## src/rtl/arbitro_etiquetas_pkg.sv

```systemverilog
// arbitro_pkg: shared types and constants for the tag-lookup arbiter
// (arbitro_etiquetas). The optional WAIT timeout is enabled with the
// ARB_TIMEOUT_EN macro; this package is identical in both builds.
package arbitro_pkg;

  // Sequencer states for one tag-array lookup.
  typedef enum logic [1:0] {
    IDLE  = 2'b00,
    ISSUE = 2'b01,
    WAIT  = 2'b10
  } estado_t;

  // Default tag width (carried for consistency with the external mux).
  localparam int K_DEF   = 1;
  // Default number of WAIT cycles before a lookup is abandoned.
  localparam int TMO_DEF = 15;

  // Requester indices: instruction side and data side.
  localparam logic REQ_I = 1'b0;
  localparam logic REQ_D = 1'b1;

endpackage

```

## src/rtl/arbitro_etiquetas_contador.sv

```systemverilog
// contador_timeout: clearable up-counter with a terminal-count flag,
// used by arbitro_etiquetas to bound the WAIT state. Only instantiated
// when ARB_TIMEOUT_EN is defined.
module contador_timeout #(
  parameter int W     = 4,
  parameter int LIMIT = 14
) (
  input  logic clk,
  input  logic rst,
  input  logic clr,
  input  logic en,
  output logic tc
);

  logic [W-1:0] count;

  // Count enabled cycles since the last clear; park at the terminal value.
  always_ff @(posedge clk or posedge rst) begin
    if (rst) begin
      count <= '0;
    end else if (clr) begin
      count <= '0;
    end else if (en && !tc) begin
      count <= count + 1'b1;
    end
  end

  assign tc = (count == W'(LIMIT));

endmodule

```

## src/rtl/arbitro_etiquetas.sv

```systemverilog
// arbitro_etiquetas: round-robin arbiter/sequencer for the shared
// tag-array lookup port. Requester 0 is the instruction side, requester 1
// the data side. Define ARB_TIMEOUT_EN to abandon a lookup (ERR pulse)
// after TMO WAIT cycles without ACK; otherwise WAIT only exits on ACK.
module arbitro_etiquetas
  import arbitro_pkg::*;
#(
  parameter int K   = K_DEF,
  parameter int TMO = TMO_DEF
) (
  input  logic CLK,
  input  logic RST,
  input  logic REQ0,
  input  logic REQ1,
  input  logic ACK,
  output logic SEL,
  output logic GNT0,
  output logic GNT1,
  output logic STB,
  output logic DONE0,
  output logic DONE1,
  output logic ERR
);

  estado_t state;
  logic    last;
  logic    req0_eff;
  logic    req1_eff;
  logic    any_req;
  logic    winner;
  logic    timeout;

  // K only describes the external mux; an illegal value leaves a marker block.
  if (K < 1) begin : g_k_illegal
  end

`ifdef ARB_TIMEOUT_EN
  localparam int CW = $clog2(TMO + 1);

  logic cnt_clr;
  logic cnt_en;
  logic cnt_tc;

  assign cnt_clr = (state == ISSUE);
  assign cnt_en  = (state == WAIT) && !ACK;

  contador_timeout #(
    .W     (CW),
    .LIMIT (TMO - 1)
  ) u_contador (
    .clk (CLK),
    .rst (RST),
    .clr (cnt_clr),
    .en  (cnt_en),
    .tc  (cnt_tc)
  );

  assign timeout = cnt_tc;
`else
  // Without the timeout feature TMO has no effect; keep a marker for bad values.
  if (TMO < 1) begin : g_tmo_illegal
  end

  assign timeout = 1'b0;
`endif

  // Pick the next owner; a requester whose DONE is high this cycle is masked.
  always_comb begin
    req0_eff = REQ0 & ~DONE0;
    req1_eff = REQ1 & ~DONE1;
    any_req  = req0_eff | req1_eff;
    winner   = REQ_I;
    if (req0_eff && req1_eff) begin
      winner = ~last;
    end else if (req1_eff) begin
      winner = REQ_D;
    end
  end

  // Grant / issue / wait sequencer with registered outputs.
  always_ff @(posedge CLK or posedge RST) begin
    if (RST) begin
      state <= IDLE;
      last  <= 1'b1;
      SEL   <= 1'b0;
      GNT0  <= 1'b0;
      GNT1  <= 1'b0;
      STB   <= 1'b0;
      DONE0 <= 1'b0;
      DONE1 <= 1'b0;
      ERR   <= 1'b0;
    end else begin
      STB   <= 1'b0;
      DONE0 <= 1'b0;
      DONE1 <= 1'b0;
      ERR   <= 1'b0;
      case (state)
        IDLE: begin
          if (any_req) begin
            SEL   <= winner;
            GNT0  <= (winner == REQ_I);
            GNT1  <= (winner == REQ_D);
            STB   <= 1'b1;
            state <= ISSUE;
          end
        end
        ISSUE: begin
          state <= WAIT;
        end
        WAIT: begin
          if (ACK || timeout) begin
            DONE0 <= (SEL == REQ_I);
            DONE1 <= (SEL == REQ_D);
            GNT0  <= 1'b0;
            GNT1  <= 1'b0;
            last  <= SEL;
            ERR   <= timeout & ~ACK;
            state <= IDLE;
          end
        end
        default: begin
          state <= IDLE;
        end
      endcase
    end
  end

endmodule

```

## config.mk

```make
export PLATFORM = sky130hd
export DESIGN_NAME = arbitro_etiquetas
export DESIGN_NICKNAME = d
export VERILOG_FILES = /design/src/rtl/arbitro_etiquetas_pkg.sv /design/src/rtl/arbitro_etiquetas_contador.sv /design/src/rtl/arbitro_etiquetas.sv
export SDC_FILE = /design/constraint.sdc
export NUM_CORES = 1
export LEC_CHECK = 0
export CAP_MARGIN = 20
export CELL_PAD_IN_SITES_DETAIL_PLACEMENT = 0
export CELL_PAD_IN_SITES_GLOBAL_PLACEMENT = 1
export CORE_AREA = 2 2 39 41
export CTS_CLUSTER_DIAMETER = 100
export DETAILED_ROUTE_END_ITERATION = 8
export DIE_AREA = 0 0 41 43
export GPL_TIMING_DRIVEN = 0
export PLACE_DENSITY_LB_ADDON = 0.25
export SYNTH_ARGS = -nofsm -noshare
export SYNTH_HDL_FRONTEND = slang
export SYNTH_SLANG_ARGS = --single-unit
```

## constraint.sdc

```tcl
create_clock -name CLK -period 1.4 [get_ports CLK]
set_clock_uncertainty 0.2 [all_clocks]
set_input_delay 0.28 -clock CLK [delete_from_list [all_inputs] [get_ports CLK]]
set_output_delay 0.28 -clock CLK [all_outputs]
set_load 0.02 [all_outputs]
```

==> results.toml, run 1 <==
[worst_setup_path]
critPathMaxFanout = 3
crit_path_end_kind = "flop"
reg2reg_setup_slack_ns = 0.01
cpMaxStageDelayCell = "or4_4"
cp-start-kind = "flop"
path_cells = "nand2b_4, or4_4, o21ai_1"
critPathKind = "reg2reg"
r2r_cells = 3
required_ns = 1.39
slowest_delay_ns = 0.49
arrival_ns = 1.38
reg2reg_to = "GNT1"
reg2reg_from = "DONE1"

[placed_design]
dp_hpwl_um = 519
placed_area_um2 = 512
dp_slack_ns = -0.407
gp_congestion = 0.767
io_buffers = 10

[cts]
clk_pin_slew_worst_paths_ns = 0.06
cts_tree = "yes"
cts_buffer_depth = 2
cts_root_buf = "clkbuf_4"
ctsHtreeMaxLevel = 1
insertion_delay_ns = 0.26
numCtsBuffers = 3
cts.sinks = 9

[power_and_ir_drop]
p_total_mw = 1.13
power.leakage_nw = 0.264
powerDensity_nw_per_um2 = 2120
peakVddDrop_uv = 808

[grt]
grt_pass1_vias = 277
grt-ovfl-total = 0
grt_antenna_before_repair = 0
grt_pass1_wl_um = 1180
grt.total_usage_pct = 10.8
grt_max_degree = 10

[timing]
setup_viol_count_final = 0
final_max_slew_viol_count = 0
period_minus_slack_ns = 1.39
fmax_ghz = 0.719
hold_viol_final = 0
timing.hold.ws_ns = 0.0875
setup_ws_ns = 0.00971
rsz0062_at_grt = "true"
final.period_utilization_pct = 99.3

[synth]
synthArstFlopShare_pct = 100
synth_most_common_cell = "dfrtp_1"
syn-instance-count = 31
synth.area.top_cells = "dfrtp_1, nand2b_4, dfstp_2"
yosysWarnings = 0
synth_seq_area_share_pct = 58.2
synth_top_area_cell = "dfrtp_1"
synth_common_cells = "dfrtp_1, nor2_1"
syn_area_um2 = 389
netlist.area_leader.share_pct = 51.4
yosys.cell_types.count = 17
syn_nets = 36
avgSynthCellArea_um2 = 12.6
synth-main-ff-cell = "dfrtp_1"
synth_edf_count = 0
ys_ff_latch = 9

[route]
ant_nets = 0
dr_total_vias = 282
drt_iter0_drc = 1
drt_first_pass_iters = 4
post-route-drc-count = 0
finalWirelength_um = 768
vias_per_cell = 4.41
wl_per_cell_um = 12.0

[die]
num_rows = 14
io_pins = 12
die_w_um = 41
die_area_um2 = 1760
core_um2 = 1380
die_h_um = 43
initial_core_util_pct = 28.1

[final_layout]
final_nets = 54
layout-drive-gt1-share_pct = 45.8
syn_to_final_growth_pct = 36.7
post-route-util_pct = 38.4
design_area_um2 = 532
diodes = 0
n_fill_cell = 150

[run_status]
outcome = "complete, no violations"

[worst_hold_path]
hold_class = "in2async"

[job]
drv_cap = 0
-- registers in the layout, summed over array words and instances (netlist names) --
name and flops:
state 2, DONE0 1, DONE1 1, GNT0 1, GNT1 1, SEL 1
STB 1, last 1
-- worst max-delay path, delay by kind of cell (launching register included) --
kind	cells	cell delay (ns)
simple gates	2	0.65
flops	1	0.39
compound gates	1	0.08
-- layout by cell type (no fill, tap or decap) --
cell type	Yosys	routed
o21ai_1	2	1
clkdlybuf4s50_1	0	2
conb_1	1	1
mux2i_1	1	1
nor2_1	4	4
a211oi_1	1	1
nand2b_4	2	2
dfrtp_1	8	6
inv_1	2	2
mux2_2	1	1
clkbuf_4	0	3
dlygate4sd2_1	0	2
nand3b_1	1	1
clkbuf_2	0	1
clkbuf_1	0	1
o21ai_2	0	1
a21o_1	1	1
dfstp_2	1	1
and3b_1	1	1
dfrtp_2	0	2
buf_2	0	5
nand2_1	2	2
buf_4	1	4
or4_4	1	1
a211oi_4	1	1
-- where the power goes --
| part | switching (mW) | total, mW | internal [mW] |
|---|---|---|---|
| combinational | 0.236 | 0.450 | 0.215 |
| sequential | 0.0968 | 0.478 | 0.381 |
| clock | 0.0890 | 0.199 | 0.110 |
-- worst max path at each step --
stage               endpoint  start  depth (start not counted)
floorplan                SEL  DONE0                          3
CTS                     GNT1  DONE1                          3
finish                  GNT1  DONE1                          3
global route            GNT1  DONE1                          3
global placement         SEL   REQ0                          4
detailed placement       SEL   REQ0                          4
-- layer usage --
layer  up-vias  part of all wire [%]  GRT usage (%)
met4         0                   2.2           8.00
met5         -                     0              0
met2        10                    48           15.0
met1       133                    43           12.4
li1        135                     -              -
met3         4                   6.4           4.71
-- per-stage QoR --
| step | cells | TNS, ns |
|---|---|---|
| finish | 64 | 0 |
| global route | 64 | -0.0233 |
| CTS | 62 | -0.00104 |
| detailed placement | 57 | -1.42 |
| global placement | 57 | -1.35 |
| floorplan | 31 | -0.0405 |
-- logic make-up after synthesis --
group / Yosys count / synth area share (%)
AND/OR/NAND/NOR: 11 / 19.9
flip-flops: 9 / 58.2
AO/OA/AOI/OAI: 5 / 11.6
buffers and inverters: 3 / 3.86
multiplexers: 2 / 5.47
other: 1 / 0.964
-- area by class of cell --
| class | count | area, um^2 | area share, % |
|---|---|---|---|
| inverters | 2 | 7.51 | 1.41 |
| clock buffers | 4 | 26.3 | 4.94 |
| repair buffers | 13 | 90.1 | 16.9 |
| plain buffers | 1 | 7.51 | 1.41 |
| flip-flops and latches | 9 | 229 | 43.1 |
| well taps | 16 | 20.0 | 3.76 |
| multi-input cells | 19 | 151 | 28.5 |
-- repair_timing --
item | in CTS | in global routing
hold buffers | 0 | 0
gates resized for setup | 22 | 4
setup endpoints to repair | 9 | 7
setup buffers | 1 | 2
pin swaps | 2 | 1
(Power assumes the default switching activity.)
==> run 2: changes to the inputs <==
==> constraint.sdc (replaced) <==
create_clock -name CLK -period 1.8 [get_ports CLK]
set_clock_uncertainty 0.2 [all_clocks]
set_input_delay 0.36 -clock CLK [delete_from_list [all_inputs] [get_ports CLK]]
set_output_delay 0.36 -clock CLK [all_outputs]
set_load 0.02 [all_outputs]
==> run 2 against run 1 <==
  * Non-clock buffer count fell by 3
  * Cell count fell by 4.7%
  * Design area rose by 0.24%
  * Via count fell by 5.0%
  * Clock power fell by 24%
  * First-iteration DRC count rose to 3.0 times the previous value
  * Register-to-register slack improved by 0.39 ns
  * Critical path depth fell by 2
  * Global-route usage fell by 0.81 points
  * Critical endpoint is now GNT0
==> results.toml, run 2 (synthesis results as in run 1) <==
[run_status]
outcome = "complete, no violations"

[cts]
cts_root_buf = "clkbuf_4"
cts_buffer_depth = 2
numCtsBuffers = 3
cts_setup_buffers = 0
cts_tree = "yes"
cts_resized = 2
insertion_delay_ns = 0.26
clk_pin_slew_worst_paths_ns = 0.06
ctsHtreeMaxLevel = 1
holdBufCountCts = 0
cts.sinks = 9

[final_layout]
syn_to_final_growth_pct = 37.0
layout-drive-gt1-share_pct = 22.2
largest_register_ff_count = 2
final_cell_mix = "dfrtp_1, clkdlybuf4s50_1, nor2_1, clkbuf_4"
post-route-util_pct = 38.5
stdcell_count = 61
final_nets = 51
top_register = "state"
diodes = 0
n_fill_cell = 145

[grt]
grt_antenna_before_repair = 0
grt_busiest_layer = "met2"
grt_max_degree = 10
grt_pass1_wl_um = 1100
grt.total_usage_pct = 9.97
grt-ovfl-total = 0
met2_usage_pct = 13.1
use_met1_pct = 11.7
grt_pass1_vias = 258
use_met3_pct = 4.71

[timing]
fmax_ghz = 0.567
final.period_utilization_pct = 98.0
hold_viol_final = 0
final_max_slew_viol_count = 0
setup_viol_count_final = 0
rsz0062_at_grt = "false"
period_minus_slack_ns = 1.76

[worst_setup_path]
critPathKind = "reg2out"
cpMaxStageDelayCell = "clkdlybuf4s50_1"
path_cells = "clkdlybuf4s50_1"
critPathMaxFanout = 2
cp-start-kind = "flop"
slowest_delay_ns = 0.60
required_ns = 1.24
crit_path_end_kind = "output pin"
arrival_ns = 1.20
crit_buf_inv = 1
path_delay_family = "buffers and inverters"

[placed_design]
dp_cells = 57
gp_congestion = 0.664
io_buffers = 10

[route]
post-route-drc-count = 0
vias_per_cell = 4.39
dr_total_vias = 268
drt_first_pass_iters = 4
wl_per_cell_um = 10.8
ant_nets = 0
finalWirelength_um = 657
drt_iter0_drc = 3

[job]
drv_cap = 0

[die]
io_pins = 12
die_w_um = 41
initial_core_util_pct = 28.1
num_rows = 14
core_um2 = 1380
die_h_um = 43
die_area_um2 = 1760

[power_and_ir_drop]
powerDensity_nw_per_um2 = 1650
power.leakage_nw = 0.249
peakVddDrop_uv = 577

[worst_hold_path]
hold_class = "in2async"
## run 2: path summary, 6_finish.rpt
| check | cells past startpoint | start | slack (ns) | end |
|---|---|---|---|---|
| min in group CLK | 1 | SEL | 0.27 | DONE0 |
| max in group asynchronous | 2 | RST | 0.95 | last |
| max | 1 | GNT0 | 0.04 | GNT0 |
| min | 2 | RST | 0.16 | DONE0 |
| max reg2reg | 3 | DONE1 | 0.40 | SEL |
| min reg2reg | 1 | SEL | 0.27 | DONE0 |
## run 2: area by class of cell
cell class | instances | area, um^2 | area share, %
Multi-Input combinational cell | 19 | 148 | 27.7
Tap cell | 16 | 20.0 | 3.76
Sequential cell | 9 | 226 | 42.5
Buffer | 1 | 7.51 | 1.41
Clock buffer | 4 | 26.3 | 4.93
Inverter | 2 | 7.51 | 1.41
Timing Repair Buffer | 10 | 97.6 | 18.3
## run 2: stage by stage
| step | worst slack, ns | hold WS [ns] | instance area, um^2 | TNS [ns] | total power [mW] |
|---|---|---|---|---|---|
| after floorplan | 0.359 | -0.0128 | 389 | 0 | 0.589 |
| after global placement | -0.0263 | 0.250 | 509 | -0.0314 | 0.734 |
| after detailed placement | -0.00305 | 0.250 | 509 | -0.00730 | 0.741 |
| after CTS | 0.0246 | 0.158 | 533 | 0 | 0.887 |
| after global routing | 0.000409 | 0.194 | 533 | 0 | 0.943 |
| final | 0.0359 | 0.155 | 533 | 0 | 0.877 |
## run 2: where the power goes
part / total, mW / internal (mW) / switching (mW)
combinational: 0.358 / 0.184 / 0.174
clock: 0.152 / 0.0852 / 0.0667
sequential: 0.367 / 0.295 / 0.0719
total: 0.877 / 0.564 / 0.313
## run 2: routing by layer
metal  wire length, um  vias up
met5                 0        -
met2               300       11
met3                55        5
li1                  -      129
met4                25        0
met1               277      123
==> RTL edit (config.mk and constraints of run 1) <==
Make the reset (`RST`) synchronous in one clocked block.
--- a/src/rtl/arbitro_etiquetas.sv
+++ b/src/rtl/arbitro_etiquetas.sv
@@ -78,7 +78,7 @@
   end
 
   // Grant / issue / wait sequencer with registered outputs.
-  always_ff @(posedge CLK or posedge RST) begin
+  always_ff @(posedge CLK) begin
     if (RST) begin
       state <= IDLE;
       last  <= 1'b1;
Function: differs if RST is asserted again (counterexample within 4 cycles, from zero or initial values and one cycle with RST high); with RST held inactive, the same outputs for 10 cycles.
==> RTL edit against run 1 <==
Design area decreased by 6.6%. Area after synthesis decreased by 8.4%. Fmax increased by 2.1%. Wire length decreased by 10%. Synthesized cell count increased by 19%. Global-route usage decreased by 1.1 points. Worst setup slack improved by 0.029 ns. Highest routed layer unchanged. Core utilization decreased by 2.5 points. Critical endpoint is now DONE0. Sequential cell count unchanged. Register-to-register slack improved by 0.10 ns.
Power is not compared: it rests on default switching activity, and its combinational part moved more than twofold at a synthesized area within 25%.
==> RTL edit: results (changes against run 1) <==
* Sequential area share after synthesis at 0.505 (was 0.582)
* Buffers on Ports at 9 (was 10)
* # fillers at 154 (was 150)
* Status: completed (unchanged)
* DR pass1 iterations at 1 (was 4)
* Vias in the first global route at 275 (was 277)
* First-pass GRT wire length at 1.10 mm (was 1.18 mm)
* Final net count at 57 (was 54)
* Met3 routed WL at 33 µm (was 49 µm)
* DR vias at 288 (was 282)
* R2R Path End: GNT1$_SDFFE_PP0P_ (was GNT1$_DFFE_PP0P_)
* GP Congestion at 0.716 (was 0.767)
* DRT Wirelength at 688 µm (was 768 µm)
* Count leader, synth: dfxtp_1 (was dfrtp_1)
* Worst min path class: primary input to flop (was primary input to async pin)
* Critical path peak fanout at 4 (was 3)
* Met2 WL at 318 µm (was 367 µm)
* Total GRT Usage at 0.0968 (was 0.108)
* Iter 0 DRT Violations at 0 (was 1)
* Share of cells above drive strength 1 at 0.216 (was 0.458)
* CP peak stage delay at 0.35 ns (was 0.49 ns)
* Hold_ws at 0.170 ns (was 0.0875 ns)
* FF-to-FF setup slack at 0.11 ns (was 0.01 ns)
* Largest net degree at the start of global routing at 11 (was 10)
* Critical Path AT at 0.88 ns (was 1.38 ns)
* HPWL Detailed at 500 µm (was 519 µm)
* Unique cell type count in the Yosys netlist at 19 (was 17)
==> RTL edit: where the power goes <==
group / switching [mW] / internal, mW / total (mW) / leakage (nW)
Combinational: 0.0497 / 0.0448 / 0.0944 / 0.111
Sequential: 0.0161 / 0.274 / 0.290 / 0.0739
Clock: 0.0889 / 0.110 / 0.199 / 0.0150
Total: 0.155 / 0.429 / 0.584 / 0.200
==> RTL edit: area by class of cell <==
cell class                      instances  area [µm²]  share of cell area
Buffer                                  2        11.3              0.0227
Clock buffer                            4        26.3              0.0529
Inverter                                2        7.51              0.0151
Multi-Input combinational cell         24         165               0.332
Sequential cell                         9         180               0.363
Tap cell                               16        20.0              0.0403
Timing Repair Buffer                   10        86.3               0.174
==> RTL edit: worst max path at each step <==
stage | slack [ns] | endpoint | cells after the start
global route | 0.002 | DONE1 | 1
CTS | 0.003 | DONE1 | 1
floorplan | 0.13 | SEL$_SDFFE_PP0P_ | 3
global placement | -0.31 | SEL$_SDFFE_PP0P_ | 4
finish | 0.04 | DONE0 | 1
detailed placement | -0.35 | SEL$_SDFFE_PP0P_ | 4
==> RTL edit: cells by family after synthesis <==
kind of cell           share of synthesized area
AO/OA/AOI/OAI                              0.140
buffers and inverters                     0.0526
flip-flops                                 0.505
other                                     0.0105
AND/OR/NAND/NOR                            0.263
multiplexers                              0.0281
==> RTL edit: through the flow <==
stage / area [µm²] / power, mW / std cells
floorplan: 357 / 0.351 / 37
finish: 497 / 0.584 / 67
global placement: 467 / 0.390 / 62
CTS: 494 / 0.596 / 66
global route: 497 / 0.614 / 67
detailed placement: 467 / 0.392 / 62
==> RTL edit: repair_timing <==
action	in CTS	in global routing
cloned	0	0
pin swaps	1	1
endpoints found under the hold margin	0	0
setup buffers	0	1
resized for setup	15	5
setup endpoints to repair	11	9
==> RTL edit: per-layer routing <==
| metal | vias to the layer above | GRT usage |
|---|---|---|
| li1 | 153 | - |
| met1 | 126 | 0.124 |
| met2 | 7 | 0.125 |
| met3 | 2 | 0.0314 |
| met4 | 0 | 0.0800 |
| met5 | - | 0 |
